==> config.mk <==
export PLATFORM = sky130hd
export DESIGN_NAME = prog_mem_loadable_flat
export DESIGN_NICKNAME = d
export VERILOG_FILES = /design/src/rtl/prog_mem_loadable_if.sv /design/src/rtl/prog_mem_loadable.sv /design/src/flat_wrapper.sv
export SDC_FILE = /design/constraint.sdc
export NUM_CORES = 2
export LEC_CHECK = 0
export BUFFER_PORTS_ARGS = -buffer_cell sky130_fd_sc_hd__buf_2
export CAP_MARGIN = 20
export CORE_MARGIN = 8
export CORE_UTILIZATION = 57
export CTS_CLUSTER_DIAMETER = 150
export DETAILED_ROUTE_END_ITERATION = 12
export PLACE_DENSITY = 0.72
export SLEW_MARGIN = 20
export SYNTH_ARGS = -nofsm -noshare
export SYNTH_HDL_FRONTEND = slang
export SYNTH_SLANG_ARGS = --single-unit
==> constraint.sdc <==
create_clock -name clock -period 2.8 [get_ports clock]
set_input_delay 0.14 -clock clock [delete_from_list [all_inputs] [get_ports clock]]
set_output_delay 0.14 -clock clock [all_outputs]
set_load 0.005 [all_outputs]
==> src/rtl/prog_mem_loadable_if.sv <==
// Fetch and program-load port bundle for prog_mem_loadable.
// master = CPU fetch path plus load source; slave = the memory block.
interface prog_mem_loadable_if #(
    parameter int DATA_W = 8,
    parameter int ADDR_W = 8
);
    logic [ADDR_W-1:0] address;
    logic              rd_en;
    logic [DATA_W-1:0] q;
    logic              q_valid;
    logic              cpu_hold;
    logic              ld_start;
    logic              ld_valid;
    logic [DATA_W-1:0] ld_data;
    logic              ld_last;
    logic              ld_ready;
    logic              ld_done;
    logic [ADDR_W:0]   ld_count;
    logic [DATA_W-1:0] ld_checksum;

    modport master (
        output address, rd_en, ld_start, ld_valid, ld_data, ld_last,
        input  q, q_valid, cpu_hold, ld_ready, ld_done, ld_count, ld_checksum
    );

    modport slave (
        input  address, rd_en, ld_start, ld_valid, ld_data, ld_last,
        output q, q_valid, cpu_hold, ld_ready, ld_done, ld_count, ld_checksum
    );
endinterface

==> src/rtl/prog_mem_loadable.sv <==
// Run-time loadable program memory: serves CPU fetches (READ_LAT 1 or 2) and accepts a
// streamed image over valid/ready while holding the CPU. Optional: PMEM_CHECKSUM_EN.
module prog_mem_loadable #(
    parameter int                DATA_W   = 8,
    parameter int                ADDR_W   = 8,
    parameter int                READ_LAT = 1,
    parameter logic [DATA_W-1:0] NOP_WORD = '0
) (
    input logic                clock,
    input logic                reset_n,
    prog_mem_loadable_if.slave bus
);
    localparam int DEPTH = 2 ** ADDR_W;

    if (READ_LAT != 1 && READ_LAT != 2) begin : g_bad_read_lat
        $error("prog_mem_loadable: READ_LAT must be 1 or 2, got %0d", READ_LAT);
    end

    typedef enum logic [1:0] {
        ST_RUN,
        ST_LOAD,
        ST_FINISH
    } state_e;

    state_e            state_q, state_d;
    logic [ADDR_W-1:0] wr_ptr;
    logic [ADDR_W:0]   ld_count_q;
    logic              restart;
    logic              beat_fire;
    logic              load_end;
    logic              flush;
    logic [DATA_W-1:0] rd_q;
    logic              rd_v;

    logic [DATA_W-1:0] mem [DEPTH] = '{default: NOP_WORD};

    // A start pulse during FINISH is ignored; the load has already completed.
    assign restart   = bus.ld_start && (state_q != ST_FINISH);
    assign beat_fire = (state_q == ST_LOAD) && bus.ld_valid && !bus.ld_start;
    assign load_end  = beat_fire && (bus.ld_last || (&wr_ptr));
    assign flush     = (state_q != ST_RUN) || bus.ld_start;

    always_ff @(posedge clock or negedge reset_n) begin
        // NOTE: state registers use non-blocking assignments so every flop samples pre-edge values.
        if (!reset_n) begin
            state_q    <= ST_RUN;
            wr_ptr     <= '0;
            ld_count_q <= '0;
        end else begin
            state_q <= state_d;
            if (restart) begin
                wr_ptr <= '0;
            end else if (beat_fire) begin
                wr_ptr <= wr_ptr + ADDR_W'(1);
            end
            if (load_end) begin
                ld_count_q <= (ADDR_W+1)'(wr_ptr) + (ADDR_W+1)'(1);
            end
        end
    end

    always_comb begin
        // NOTE: every output gets a default first so no path leaves a latch behind.
        state_d      = state_q;
        bus.cpu_hold = 1'b1;
        bus.ld_ready = 1'b0;
        bus.ld_done  = 1'b0;
        case (state_q)
            ST_RUN: begin
                bus.cpu_hold = 1'b0;
                if (bus.ld_start) state_d = ST_LOAD;
            end
            ST_LOAD: begin
                bus.ld_ready = 1'b1;
                if (load_end) state_d = ST_FINISH;
            end
            ST_FINISH: begin
                bus.ld_done = 1'b1;
                state_d     = ST_RUN;
            end
            default: state_d = ST_RUN;
        endcase
    end

    assign bus.ld_count = ld_count_q;

    // NOTE: the array is deliberately left out of reset; a reset mid-load keeps written words.
    always_ff @(posedge clock) begin
        if (beat_fire) mem[wr_ptr] <= bus.ld_data;
    end

    always_ff @(posedge clock or negedge reset_n) begin
        if (!reset_n) begin
            rd_q <= NOP_WORD;
            rd_v <= 1'b0;
        end else if (flush) begin
            rd_q <= NOP_WORD;
            rd_v <= 1'b0;
        end else if (bus.rd_en) begin
            rd_q <= mem[bus.address];
            rd_v <= 1'b1;
        end else begin
            rd_v <= 1'b0;
        end
    end

    if (READ_LAT == 2) begin : g_lat2
        logic [DATA_W-1:0] out_q;
        logic              out_v;

        // The second stage is flushed together with the first so no stale fetch escapes a load.
        always_ff @(posedge clock or negedge reset_n) begin
            if (!reset_n) begin
                out_q <= NOP_WORD;
                out_v <= 1'b0;
            end else if (flush) begin
                out_q <= NOP_WORD;
                out_v <= 1'b0;
            end else begin
                out_q <= rd_q;
                out_v <= rd_v;
            end
        end

        assign bus.q       = out_q;
        assign bus.q_valid = out_v;
    end else begin : g_lat1
        assign bus.q       = rd_q;
        assign bus.q_valid = rd_v;
    end

`ifdef PMEM_CHECKSUM_EN
    logic [DATA_W-1:0] csum_q;

    always_ff @(posedge clock or negedge reset_n) begin
        if (!reset_n) begin
            csum_q <= '0;
        end else if (restart) begin
            csum_q <= '0;
        end else if (beat_fire) begin
            csum_q <= csum_q + bus.ld_data;
        end
    end

    assign bus.ld_checksum = csum_q;
`else
    assign bus.ld_checksum = '0;
`endif

endmodule
==> src/flat_wrapper.sv <==
// flat-port wrapper written by rule: the top's interface ports become plain ports
module prog_mem_loadable_flat 
#(
    parameter int                DATA_W   = 8,
    parameter int                ADDR_W   = 8,
    parameter int                READ_LAT = 1,
    parameter logic [DATA_W-1:0] NOP_WORD = '0
)
  (clock, reset_n, bus_address, bus_rd_en, bus_ld_start, bus_ld_valid, bus_ld_data, bus_ld_last, bus_q, bus_q_valid, bus_cpu_hold, bus_ld_ready, bus_ld_done, bus_ld_count, bus_ld_checksum);
  prog_mem_loadable_if #(.DATA_W(DATA_W), .ADDR_W(ADDR_W)) bus_i ();
  input logic clock;
  input logic reset_n;
  input wire logic [$bits(bus_i.address)-1:0] bus_address;
  input wire logic [$bits(bus_i.rd_en)-1:0] bus_rd_en;
  input wire logic [$bits(bus_i.ld_start)-1:0] bus_ld_start;
  input wire logic [$bits(bus_i.ld_valid)-1:0] bus_ld_valid;
  input wire logic [$bits(bus_i.ld_data)-1:0] bus_ld_data;
  input wire logic [$bits(bus_i.ld_last)-1:0] bus_ld_last;
  output wire logic [$bits(bus_i.q)-1:0] bus_q;
  output wire logic [$bits(bus_i.q_valid)-1:0] bus_q_valid;
  output wire logic [$bits(bus_i.cpu_hold)-1:0] bus_cpu_hold;
  output wire logic [$bits(bus_i.ld_ready)-1:0] bus_ld_ready;
  output wire logic [$bits(bus_i.ld_done)-1:0] bus_ld_done;
  output wire logic [$bits(bus_i.ld_count)-1:0] bus_ld_count;
  output wire logic [$bits(bus_i.ld_checksum)-1:0] bus_ld_checksum;
  assign bus_i.address = bus_address;
  assign bus_i.rd_en = bus_rd_en;
  assign bus_i.ld_start = bus_ld_start;
  assign bus_i.ld_valid = bus_ld_valid;
  assign bus_i.ld_data = bus_ld_data;
  assign bus_i.ld_last = bus_ld_last;
  assign bus_q = bus_i.q;
  assign bus_q_valid = bus_i.q_valid;
  assign bus_cpu_hold = bus_i.cpu_hold;
  assign bus_ld_ready = bus_i.ld_ready;
  assign bus_ld_done = bus_i.ld_done;
  assign bus_ld_count = bus_i.ld_count;
  assign bus_ld_checksum = bus_i.ld_checksum;
  prog_mem_loadable #(.DATA_W(DATA_W), .ADDR_W(ADDR_W), .READ_LAT(READ_LAT), .NOP_WORD(NOP_WORD)) u_core (.clock(clock), .reset_n(reset_n), .bus(bus_i));
endmodule
==> run summary <==
status: completed
num rows: 139
first-pass GRT wire length: 307 mm
Detailed Place HPWL: 137 mm
Die ar.: 155,000 sq um
WL per Instance: 32.2 microns
Post-synth ARST share: 0.0135
Simple-Gate Fraction of Synth Area: 0.0313
Longest Clk Path Bufs: 3
Setup WS pre-CTS: -0.572 ns
EDFF count, synth: 2,048
mux contribution to synthesized area: 0.153
Max Fclk: 363 MHz
DR vias: 43,800
CP endpoint kind: flop
peak supply drop: 536 uV
setup violators final: 0
multi-input logic area: 17,700 sq um
wl on met1: 79.6 mm
met3 WL: 25.3 mm
share of cells above drive strength 1: 0.291
Primary FF master, synth: edfxtp_1
All-Layer GR Usage: 0.271
worst path required time: 3.52 ns
Compound-Gate Fraction of Synth Area: 0.0307
Hold Crit Class: in -> reg
port buffer count: 42
DRC: 0
cts bufs inserted: 202
area of the mapped netlist: 81,600 sq um
Pins Over Slew Limit: 0
Util after Layout: 0.660
Cell Pwr Density: 681 nW/um^2
crit path max fanout: 1
fin nets: 4,586
Final min period: 2.76 ns
Pwr Total: 0.0642 W
Static Leak: 31.0 nW
CTS tree: yes
Post-Synth XOR/XNOR Area: 0.000644
CP Data Arrival Time: 3.48 ns
clk_lat worst skew: 0.84 ns
final WL: 213 mm
Register Area: 62,200 sq um
First-pass DRT Iterations: 6
final RePlAce weighted congestion: 0.894
YS warnings: 0
clock sink total: 2,076
Worst-path clk slew: 0.06 ns
Filler cells: 9,061
Final Skew: 0.0268 ns
initial antenna violation count: 3
synthesized flop and latch total: 2,076
Setup CP Type: reg -> reg
core box area: 143,000 sq um
routed wire length on met2: 98.6 mm
Setup WS post-layout: 0.0425 ns
grt ovf: 0
synthesized instance count: 3,960
worst-margin pin slew: 1.17 ns
max-capacitance violation count: 0
CTS root buf: clkbuf_16
startpoint class of the critical path: flop
number of global-route vias before repair: 43,500
sequential area share after synthesis: 0.763
largest net degree at the start of global routing: 120
fin crit share: 0.985
Max-slew headroom: 0.221
Area Overhead vs Synth: 15.6%
average size of a mapped cell: 20.6 sq um
DRT antenna net count: 0
DIE HEIGHT: 394 microns
Initial DRC Count: 5,959
I/O pin total: 51
synth unique cells: 74
Hold Violations, Final: 0
RSZ-0062 raised after global routing: false
Adder-Cell Fraction of Synth Area: 0.000614
Initial Utilization: 0.571
# H-tree levels: 4
main combinational cell family by area after synthesis: multiplexers
top sig layer: met4
DR vias/cell: 6.61
die width: 394 microns
[layer usage]
metal,vias up,track usage
met4,0,0.112
met2,3041,0.412
met3,476,0.0648
met1,22600,0.382
li1,17600,-
met5,-,0
[power breakdown]
group	internal (W)	leakage (nW)	switching, W	total (W)
sequential	0.0342	18.8	0.0000974	0.0343
combinational	0.00145	9.14	0.00235	0.00380
clock	0.0146	3.09	0.0115	0.0261
[synthesized netlist by cell type (all sizes together) (11+ instances only)]
cell type,count,area share
edfxtp,2048,0.75
mux4,456,0.13
nor2,318,0.015
mux2i,191,0.023
buf,153,0.017
nand2,117,0.0054
clkbuf,96,0.0045
a21oi,69,0.0042
o221ai,60,0.0064
o22ai,60,0.0046
o21ai,49,0.0030
nand3,43,0.0026
dfrtp,28,0.0086
nor3,28,0.0017
nor2b,19,0.0015
a22oi,18,0.0017
o211ai,16,0.0015
a31oi,15,0.0012
mux2,13,0.0018
a211oi,12,0.0012
nand2b,12,0.00092
a221oi,11,0.0012
and2,11,0.00084
and3,11,0.00084
[repair_timing]
item / 4_1_cts / 5_1_grt
pin swaps: 0 / 0
gates cloned: 0 / 0
endpoints found under the hold margin: 400 / 0
gates resized for setup: 1 / 1
hold buffers: 15 / 0
buffers inserted: 0 / 0
setup endpoints to repair: 1 / 1
[critical path, stage by stage (launching register included)]
cell and delay [ns]:
edfxtp_1 0.36, mux4_2 0.50, a21oi_1 0.21, a221oi_1 0.14
buf_4 0.17, nor4_1 0.76, buf_4 0.24, nor4_2 0.05
a32o_1 0.22
[state kept, by name (all words and copies together) (netlist names)]
signal and cells:
u_core.bus.ld_count 9, u_core.bus.q 8, u_core.bus.q_valid 1, u_core.mem 2048
u_core.state_q 2, u_core.wr_ptr 8
[worst paths after layout]
| check | start | endpoint | slack, ns | cells past startpoint |
|---|---|---|---|---|
| setup / recovery | u_core.mem[150][1] | u_core.bus.q[1] | 0.04 | 8 |
| hold / removal | bus_ld_data[2] | u_core.mem[105][2] | 0.04 | 1 |
| setup reg to reg | u_core.mem[150][1] | u_core.bus.q[1] | 0.04 | 8 |
| hold reg to reg | u_core.bus.ld_count[8] | u_core.bus.ld_count[8] | 0.48 | 1 |
| max in group asynchronous | reset_n | u_core.bus.q_valid | 2.17 | 4 |
| min in group asynchronous | reset_n | u_core.wr_ptr[1] | 0.39 | 4 |
[logic make-up (layout without fill, tap and decap cells)]
logic type               Yosys count  in the layout
other                              1             10
AND/OR/NAND/NOR                  592            592
AO/OA/AOI/OAI                    363            363
XOR/XNOR                           6              6
multiplexers                     660            660
adder cells (fa/ha/maj)            4              4
buffers and inverters            258           1016
flip-flops                      2076           2076
[metrics by stage]
stage          cells  TNS, ns  cell area [sq um]  hold slack (ns)
2_1_floorplan   3967        0              81600           -0.156
3_3_place_gp    6244    -1.86              87800            0.305
3_5_place_dp    6244    -1.92              87800            0.328
4_1_cts         6628        0              94300           0.0212
5_1_grt         6628        0              94300           0.0502
6_report        6630        0              94300           0.0394
[layout by cell type, fill, tap and decap left out, types with 64 or more instances in the layout]
cell / count
edfxtp_1: 2048
nor2_1: 318
mux2i_1: 191
buf_4: 520
clkbuf_16: 207
buf_12: 64
mux4_2: 422
a21oi_1: 69
nand2_1: 116
[final cells by class]
type                    count  area share
well taps                1903      0.0252
clock buffers             248      0.0567
repair buffers            638      0.0596
clock inverters           121      0.0105
diodes                      2   0.0000531
flip-flops and latches   2076       0.660
multi-input cells        1633       0.188
inverters                   9    0.000398
No activity file was read; power rests on OpenSTA's default activity.
